File: config.mk
export PLATFORM = sky130hd
export DESIGN_NAME = fifo_rd_drain
export DESIGN_NICKNAME = d
export VERILOG_FILES = /design/src/rtl/fifo_rd_drain.sv
export SDC_FILE = /design/constraint.sdc
export NUM_CORES = 1
export LEC_CHECK = 0
export CAP_MARGIN = 20
export CORE_ASPECT_RATIO = 2
export CORE_MARGIN = 8
export CORE_UTILIZATION = 50
export DETAILED_ROUTE_END_ITERATION = 12
export GPL_TIMING_DRIVEN = 0
export HOLD_SLACK_MARGIN = 0.02
export PLACE_DENSITY = 0.74
export REMOVE_ABC_BUFFERS = 1
export SLEW_MARGIN = 20
export SYNTH_ARGS = -nofsm -noshare
export SYNTH_HDL_FRONTEND = slang
export SYNTH_SLANG_ARGS = --single-unit
File: constraint.sdc
create_clock -name rclk -period 2.2 [get_ports rclk]
set_input_delay 0.44 -clock rclk [delete_from_list [all_inputs] [get_ports rclk]]
set_output_delay 0.44 -clock rclk [all_outputs]
set_load 0.03 [all_outputs]
File: src/rtl/fifo_rd_drain.sv
// Read-side drain for an async FIFO: credit-gated pops, read-latency tag pipe,
// skid buffer and a framed valid/ready output stream in the rclk domain.
module fifo_rd_drain #(
  parameter int WIDTH     = 32,
  parameter int RD_LAT    = 2,
  parameter int BUF_DEPTH = 4,
  parameter int FRAME_LEN = 16
) (
  input  logic                             rclk,
  input  logic                             rst_n,
  input  logic                             en,
  input  logic                             fifo_rempty,
  input  logic [WIDTH-1:0]                 fifo_rdata,
  output logic                             fifo_rinc,
  output logic                             out_valid,
  input  logic                             out_ready,
  output logic [WIDTH-1:0]                 out_data,
  output logic                             out_last,
  output logic                             busy,
  output logic [$clog2(FRAME_LEN+1)-1:0]   beat_cnt
);

  localparam int OCC_W = $clog2(BUF_DEPTH + 1);
  localparam int PTR_W = (BUF_DEPTH > 1) ? $clog2(BUF_DEPTH) : 1;
  localparam int BC_W  = $clog2(FRAME_LEN + 1);
  localparam logic [OCC_W-1:0] OCC_MAX   = OCC_W'(BUF_DEPTH);
  localparam logic [PTR_W-1:0] PTR_LAST  = PTR_W'(BUF_DEPTH - 1);
  localparam logic [BC_W-1:0]  BEAT_LAST = BC_W'(FRAME_LEN - 1);

  logic                 r_run;
  logic [RD_LAT-1:0]    r_tag;
  logic [OCC_W-1:0]     r_occ;
  logic [OCC_W-1:0]     r_cnt;
  logic [PTR_W-1:0]     r_wptr;
  logic [PTR_W-1:0]     r_rptr;
  logic [WIDTH-1:0]     r_mem [BUF_DEPTH];
  logic [BC_W-1:0]      r_beat;
  logic                 r_valid;
  logic                 r_last;
  logic                 r_busy;

  logic                 w_pop;
  logic                 w_wr;
  logic                 w_xfer;
  logic [RD_LAT-1:0]    w_tag_nxt;
  logic [OCC_W-1:0]     w_occ_nxt;
  logic [OCC_W-1:0]     w_cnt_nxt;
  logic [PTR_W-1:0]     w_wptr_nxt;
  logic [PTR_W-1:0]     w_rptr_nxt;
  logic [BC_W-1:0]      w_beat_nxt;
  logic                 w_valid_nxt;
  logic                 w_last_nxt;

  // Pop/credit decision, occupancy and pointer next-state.
  // Credit uses last cycle's occupancy, so a same-cycle transfer frees a slot
  // only from the following cycle on; r_run keeps pops off while in reset.
  always_comb begin
    w_pop        = r_run & en & ~fifo_rempty & (r_occ < OCC_MAX);
    w_wr         = r_tag[RD_LAT-1];
    w_xfer       = r_valid & out_ready;
    w_tag_nxt    = r_tag << 1;
    w_tag_nxt[0] = w_pop;

    case ({w_pop, w_xfer})
      2'b10:   w_occ_nxt = r_occ + OCC_W'(1);
      2'b01:   w_occ_nxt = r_occ - OCC_W'(1);
      default: w_occ_nxt = r_occ;
    endcase

    case ({w_wr, w_xfer})
      2'b10:   w_cnt_nxt = r_cnt + OCC_W'(1);
      2'b01:   w_cnt_nxt = r_cnt - OCC_W'(1);
      default: w_cnt_nxt = r_cnt;
    endcase

    if (w_wr) begin
      w_wptr_nxt = (r_wptr == PTR_LAST) ? {PTR_W{1'b0}} : r_wptr + PTR_W'(1);
    end else begin
      w_wptr_nxt = r_wptr;
    end

    if (w_xfer) begin
      w_rptr_nxt = (r_rptr == PTR_LAST) ? {PTR_W{1'b0}} : r_rptr + PTR_W'(1);
    end else begin
      w_rptr_nxt = r_rptr;
    end
  end

  // Frame beat counter next-state and registered stream flags.
  always_comb begin
    if (w_xfer) begin
      w_beat_nxt = r_last ? {BC_W{1'b0}} : r_beat + BC_W'(1);
    end else begin
      w_beat_nxt = r_beat;
    end
    w_valid_nxt = (w_cnt_nxt != {OCC_W{1'b0}});
    w_last_nxt  = w_valid_nxt & (w_beat_nxt == BEAT_LAST);
  end

  // Control state: run flag, tag pipe, occupancy, pointers, frame counter.
  always_ff @(posedge rclk or negedge rst_n) begin
    if (!rst_n) begin
      r_run   <= 1'b0;
      r_tag   <= {RD_LAT{1'b0}};
      r_occ   <= {OCC_W{1'b0}};
      r_cnt   <= {OCC_W{1'b0}};
      r_wptr  <= {PTR_W{1'b0}};
      r_rptr  <= {PTR_W{1'b0}};
      r_beat  <= {BC_W{1'b0}};
      r_valid <= 1'b0;
      r_last  <= 1'b0;
      r_busy  <= 1'b0;
    end else begin
      r_run   <= 1'b1;
      r_tag   <= w_tag_nxt;
      r_occ   <= w_occ_nxt;
      r_cnt   <= w_cnt_nxt;
      r_wptr  <= w_wptr_nxt;
      r_rptr  <= w_rptr_nxt;
      r_beat  <= w_beat_nxt;
      r_valid <= w_valid_nxt;
      r_last  <= w_last_nxt;
      r_busy  <= (w_occ_nxt != {OCC_W{1'b0}});
    end
  end

  // Skid buffer storage; cleared so out_data reads zero out of reset.
  always_ff @(posedge rclk or negedge rst_n) begin
    if (!rst_n) begin
      for (int i = 0; i < BUF_DEPTH; i++) begin
        r_mem[i] <= {WIDTH{1'b0}};
      end
    end else if (w_wr) begin
      r_mem[r_wptr] <= fifo_rdata;
    end else begin
      r_mem[r_wptr] <= r_mem[r_wptr];
    end
  end

  assign fifo_rinc = w_pop;
  assign out_valid = r_valid;
  assign out_data  = r_mem[r_rptr];
  assign out_last  = r_last;
  assign busy      = r_busy;
  assign beat_cnt  = r_beat;

  fifo_rd_drain_chk #(
    .BUF_DEPTH (BUF_DEPTH),
    .OCC_W     (OCC_W),
    .WIDTH     (WIDTH)
  ) u_chk (
    .i_rclk        (rclk),
    .i_rst_n       (rst_n),
    .i_fifo_rempty (fifo_rempty),
    .i_fifo_rinc   (w_pop),
    .i_wr          (w_wr),
    .i_out_valid   (r_valid),
    .i_out_ready   (out_ready),
    .i_occ         (r_occ),
    .i_cnt         (r_cnt),
    .i_out_data    (out_data)
  );

endmodule

// Invariants of the drain: no pop while empty, no write into a full buffer,
// occupancy bounds and output hold under back-pressure.
module fifo_rd_drain_chk #(
  parameter int BUF_DEPTH = 4,
  parameter int OCC_W     = 3,
  parameter int WIDTH     = 32
) (
  input logic             i_rclk,
  input logic             i_rst_n,
  input logic             i_fifo_rempty,
  input logic             i_fifo_rinc,
  input logic             i_wr,
  input logic             i_out_valid,
  input logic             i_out_ready,
  input logic [OCC_W-1:0] i_occ,
  input logic [OCC_W-1:0] i_cnt,
  input logic [WIDTH-1:0] i_out_data
);

  localparam logic [OCC_W-1:0] OCC_MAX = OCC_W'(BUF_DEPTH);

  a_no_pop_empty: assert property (@(posedge i_rclk) disable iff (!i_rst_n)
    !(i_fifo_rinc && i_fifo_rempty));

  a_no_overflow: assert property (@(posedge i_rclk) disable iff (!i_rst_n)
    !(i_wr && (i_cnt == OCC_MAX)));

  a_occ_bound: assert property (@(posedge i_rclk) disable iff (!i_rst_n)
    (i_occ <= OCC_MAX) && (i_cnt <= i_occ));

  a_hold: assert property (@(posedge i_rclk) disable iff (!i_rst_n)
    (i_out_valid && !i_out_ready) |=> (i_out_valid && $stable(i_out_data)));

endmodule

# ---- Word level (Yosys, flattened, before mapping)
# Index checks and enable logic that the tools add are counted.
dict set report word_totals {
  regBits 149
  in_bits 37
  output_inout_bits 41
  elab_cells 60
}
dict set report op_classes {
  addsub 7
  order_cmp 4
  n_eq_ne 7
  n_mux 17
  bitwise 8
  n_reduce_logical 3
}
# op count
set op_table {}
lappend op_table {{$bwmux 128} 2}
lappend op_table {{$mux 32} 5}
lappend op_table {{$bmux 32 s2} 2}
lappend op_table {{$mux 128} 1}
lappend op_table {{$demux 32 s2} 1}
lappend op_table {{$pmux 3 s2} 2}
lappend op_table {{$mux 5} 2}
lappend op_table {{$eq 2x2->1 const B} 4}
lappend op_table {{$add 3x1->3 const B} 2}
lappend op_table {{$ge 3x3->1 const B} 2}
lappend op_table {{$not 2->3} 2}
lappend op_table {{$reduce_bool 3->1} 2}
lappend op_table {{$sub 3x1->3 const B} 2}
lappend op_table {{$add 5x1->5 const B} 1}
lappend op_table {{$and 1x1->1} 5}
lappend op_table {{$eq 5x4->1 const B} 1}
lappend op_table {{$add 2x1->2 const B} 2}
lappend op_table {{$eq 2x1->1 const B} 2}
lappend op_table {{$mux 2} 2}
lappend op_table {{$lt 3x1->1 const B} 1}
lappend op_table {{$lt 3x3->1 const B} 1}
lappend op_table {{$logic_and 1x1->1} 1}
lappend op_table {{$not 1->1} 1}

# ---- Depth between registers and ports, before layout
dict set report logic_depth {
  ltp_word 7
  mapped_depth 10
  depth_no_buf 9
}

# ---- Least setup slack after synthesis
# No wires, ideal clock.
dict set report synth_timing {
  path_type {reg2reg}
  start {register r_valid (netlist: out_valid)}
  end {register r_last (netlist: out_last)}
  setup_time_ns 0.100
  t_arrival_ns 2.282
  required_ns 2.100
  setup_slack_ns -0.183
  path_stages_with_launch 11
  path_buffers 1
  synth_period_minus_slack_ns 2.383
  path_cell_list {dfrtp_1 -> nand2_1 -> buf_2 -> inv_1 -> ha_1 -> inv_1 -> fa_1 -> xor2_1 -> or3_1 -> nand4bb_1 -> nor4bb_1}
}
dict set report synth_via {
  elab_chain_len 5
  elab_cells_between_ends 8
  cone_classes {eq/ne (3); mux (2); bitwise (2); reduce/logical (1)}
}
# element line_no
set synth_lines {}
lappend synth_lines {{start: declaration} 38} ;# logic r_valid;
lappend synth_lines {{start signal: assignment} 121} ;# r_valid <= w_valid_nxt;
lappend synth_lines {{$and 1x1->1 (*)} 60} ;# w_xfer = r_valid & out_ready;
lappend synth_lines {{$eq 2x1->1 / $eq 2x2->1 (equally long branches)} 70} ;# case ({w_wr, w_xfer})
lappend synth_lines {{$pmux 3 s2 (*)} 70}
lappend synth_lines {{$reduce_bool 3->1 (*)} 96} ;# w_valid_nxt = (w_cnt_nxt != {OCC_W{1'b0}});
lappend synth_lines {{via w_valid_nxt} 51} ;# logic w_valid_nxt;
lappend synth_lines {{$and 1x1->1 (*)} 97} ;# w_last_nxt = w_valid_nxt & (w_beat_nxt == BEAT_LAST);
lappend synth_lines {{via w_last_nxt} 52} ;# logic w_last_nxt;
lappend synth_lines {{end signal: assignment} 122} ;# r_last <= w_last_nxt;
lappend synth_lines {{end: declaration} 39} ;# logic r_last;
# The timed path passes the listed nets; every way through them passes the cells marked *.
# A chain may end at the register's enable or synchronous reset.

# ---- Worst setup path after layout
dict set report layout_timing {
  start {register r_rptr[0]}
  end {output out_data[31]}
}
dict set report layout_via {
  elab_chain_len 4
}
# element line_no
set layout_lines {}
lappend layout_lines {{start: declaration} 35} ;# logic [PTR_W-1:0] r_rptr;
lappend layout_lines {{start signal: assignment} 108} ;# r_rptr <= {PTR_W{1'b0}};
lappend layout_lines {{start signal: assignment} 119} ;# r_rptr <= w_rptr_nxt;
lappend layout_lines {{$not 2->3 (not written as such)} 142} ;# assign out_data = r_mem[r_rptr];
lappend layout_lines {{$bmux 32 s2} 142}
lappend layout_lines {{$mux 32 (not written as such) (2 in series)} 142}
lappend layout_lines {{end: declaration} 17} ;# output logic [WIDTH-1:0] out_data,
# No other way between the ends. The select of a mux whose other input is x is not followed.

==> results_dict.tcl <==
set metrics [dict create \
    cp.arrival_ps 1900 \
    violations "negative setup slack" \
    crit_type "flip-flop to output pin" \
    htreeDepth 4 \
    clk_path_buf_depth 2 \
    synth_area_leaders "dfrtp_1, mux2_2, mux4_2, a31oi_1, mux2_1" \
    dpl.cell_count 815 \
    synth.largest_area_cell "dfrtp_1" \
    multi_input_comb_area_mm2 0.00371 \
    p_leak_nw 3.73 \
    status "finished with violations" \
    fmax_ghz 0.427 \
    relSlewSlack 0.661 \
    design_power_total_mw 17.7 \
    async_flop_share 1.00 \
    routed_wl_um 20000 \
    design_area_mm2 0.00966 \
    synth_common_cells "dfrtp_1, mux2_2, a31oi_1, mux4_2, nor2_1" \
    seqCellArea_mm2 0.00375 \
    wl_met1_um 8030 \
    yosysSeqAreaShare 0.487 \
    hold_class "flip-flop to flip-flop" \
    diodes 0 \
    cts_tree "built" \
    io_pins 78 \
    fin_crit_ps 2340 \
    grt_max_degree 89 \
    finalMaxSlewViolations 0 \
    hpwlAfterDp_um 10700 \
    synth-main-ff-cell "dfrtp_1" \
    setup_viol 25 \
    grt_pass1_vias 5676 \
    gp_congestion 0.736 \
    min_path_cells 0 \
    clockRootBuffer "clkbuf_16" \
    synth_top_area_share 0.487 \
    dp_worst_setup_slack_ps -1120 \
    highest_layer "met4" \
    crit_path_start_kind "flip-flop" \
    rsz0062_at_grt "yes" \
    syn_inst 580 \
    ant_nets 0 \
    drc 0 \
    fp-row-count 64 \
    fp.dieArea_mm2 0.0198 \
    grt_overflow 0 \
    dr_wl_met3_um 1180 \
    syn_area_per_cell_um2 13.2 \
    fin_util 0.638 \
    drt_iter0_drc 373 \
    ys.warnings.count 0 \
    port_buffers 77 \
    synth_area_mm2 0.00765 \
    vias_per_cell 6.24 \
    grt.total_usage 0.207 \
    synth_cell_types 41 \
    setup_tns_ps -1820 \
    die_x_um 103 \
    setup_slack_ps -140 \
    routedWlPerCell_um 22.6 \
    synth_edf_count 0 \
    critPathRequiredTime_ps 1760 \
    drtPass1Iterations 5 \
    post-route-period-util 1.06 \
    wl_met2_um 10200 \
    cap_violations 0 \
    cp-end-kind "output pin" \
    crit_fanout 12 \
    clkTransAtPathRegs_ps 60 \
    grt_pass1_wl_um 30800 \
    cts.sinks 149 \
    drive_above_1_share 0.377 \
    vias 5500 \
    fp.dieH_um 191 \
    numCtsBuffers 17 \
    skew_ps 8.19 \
    start_util 0.506 \
    layout.cells.non_filler 882 \
    final_nets 718 \
    synthToLayoutAreaGrowth_pct 26.3 \
    placed_area_mm2 0.00861 \
    powerDensity_mw_per_mm2 1830 \
    ir_worst_vdd_uv 1020 \
    antenna_found_initial 0 \
    hold_violations 0 \
    nFillCells 1088 \
    finalHoldWorstSlack_ps 358 \
    ff2ff_path_depth 9 \
    clock_latency_ps 420 \
    tightest_slew_ps 509 \
    yosysMostFrequentCell "dfrtp_1" \
    fp.coreArea_mm2 0.0151 \
    ys_ff_latch 149 \
]
## worst max-delay path, stage by stage (launching register included)
cell	delay, ps
dfrtp_4	530
buf_12	170
buf_4	140
mux4_2	460
buf_6	170
## cells in the final DEF (no fill, tap or decap), types with 3 or more instances in the layout
cell type	count
a31oi_1	63
buf_12	8
buf_16	4
buf_2	5
buf_4	26
buf_6	27
clkbuf_16	17
clkdlybuf4s50_1	42
clkinv_4	4
clkinvlp_4	6
dfrtp_1	143
dfrtp_4	4
ha_1	3
ha_4	4
inv_1	7
inv_6	4
mux2_1	23
mux2_2	88
mux2i_1	24
mux4_2	42
nand2_1	25
nor2_1	41
o21ai_1	5
o22ai_1	18
o22ai_2	4
or3_1	3
xor2_1	3
## final timing paths
check / start / endpoint / slack [ps]
hold / removal: r_tag[0]$_DFF_PN0_ / r_tag[1]$_DFF_PN0_ / 360
setup reg to reg: out_valid$_DFF_PN0_ / out_last$_DFF_PN0_ / -30
max in group asynchronous: rst_n / r_wptr[0]$_DFFE_PN0P_ / 830
setup / recovery: r_rptr[0]$_DFFE_PN0N_ / out_data[31] / -140
min in group asynchronous: rst_n / r_mem[122]$_DFFE_PN0P_ / 540
hold reg to reg: r_tag[0]$_DFF_PN0_ / r_tag[1]$_DFF_PN0_ / 360
## layout make-up
type | instances | area share
Clock buffer | 19 | 0.0469
Sequential cell | 149 | 0.388
Clock inverter | 13 | 0.0153
Timing Repair Buffer | 116 | 0.130
Inverter | 11 | 0.00790
Tap cell | 198 | 0.0256
Multi-Input combinational cell | 373 | 0.384
Timing Repair inverter | 3 | 0.00285
## sequential cells by signal, indices dropped and copies added, names as in the netlist
register and flops:
out_valid 1, busy 1, beat_cnt 5, r_mem 128, out_last 1, r_occ 3, r_cnt 3, r_tag 2
r_run 1, r_wptr 2, r_rptr 2
## power breakdown
part | internal, mW | switching, mW
clock | 1.74 | 1.21
combinational | 4.88 | 4.77
sequential | 4.02 | 1.08
## cells by family after synthesis
kind of cell | Yosys count | share of synthesized area
AO/OA/AOI/OAI | 96 | 0.0821
XOR/XNOR | 5 | 0.00572
adder cells (fa/ha/maj) | 10 | 0.0183
buffers and inverters | 58 | 0.0392
flip-flops | 149 | 0.487
multiplexers | 177 | 0.318
other | 1 | 0.000490
AND/OR/NAND/NOR | 84 | 0.0486
## layer usage
metal | GRT usage | up-vias
met4 | 0.0740 | 0
met1 | 0.262 | 2855
met3 | 0.0460 | 38
met5 | 0 | -
met2 | 0.337 | 222
li1 | - | 2385
## timing repair
item                                    in CTS  in global routing
hold buffers                                 1                  0
endpoints found under the hold margin       61                  0
cloned                                       3                  1
pin swaps                                    1                  1
endpoints found under the setup margin     161                 44
resized for setup                          214                 33
buffers inserted                            20                 11
(Power assumes the default switching activity.)
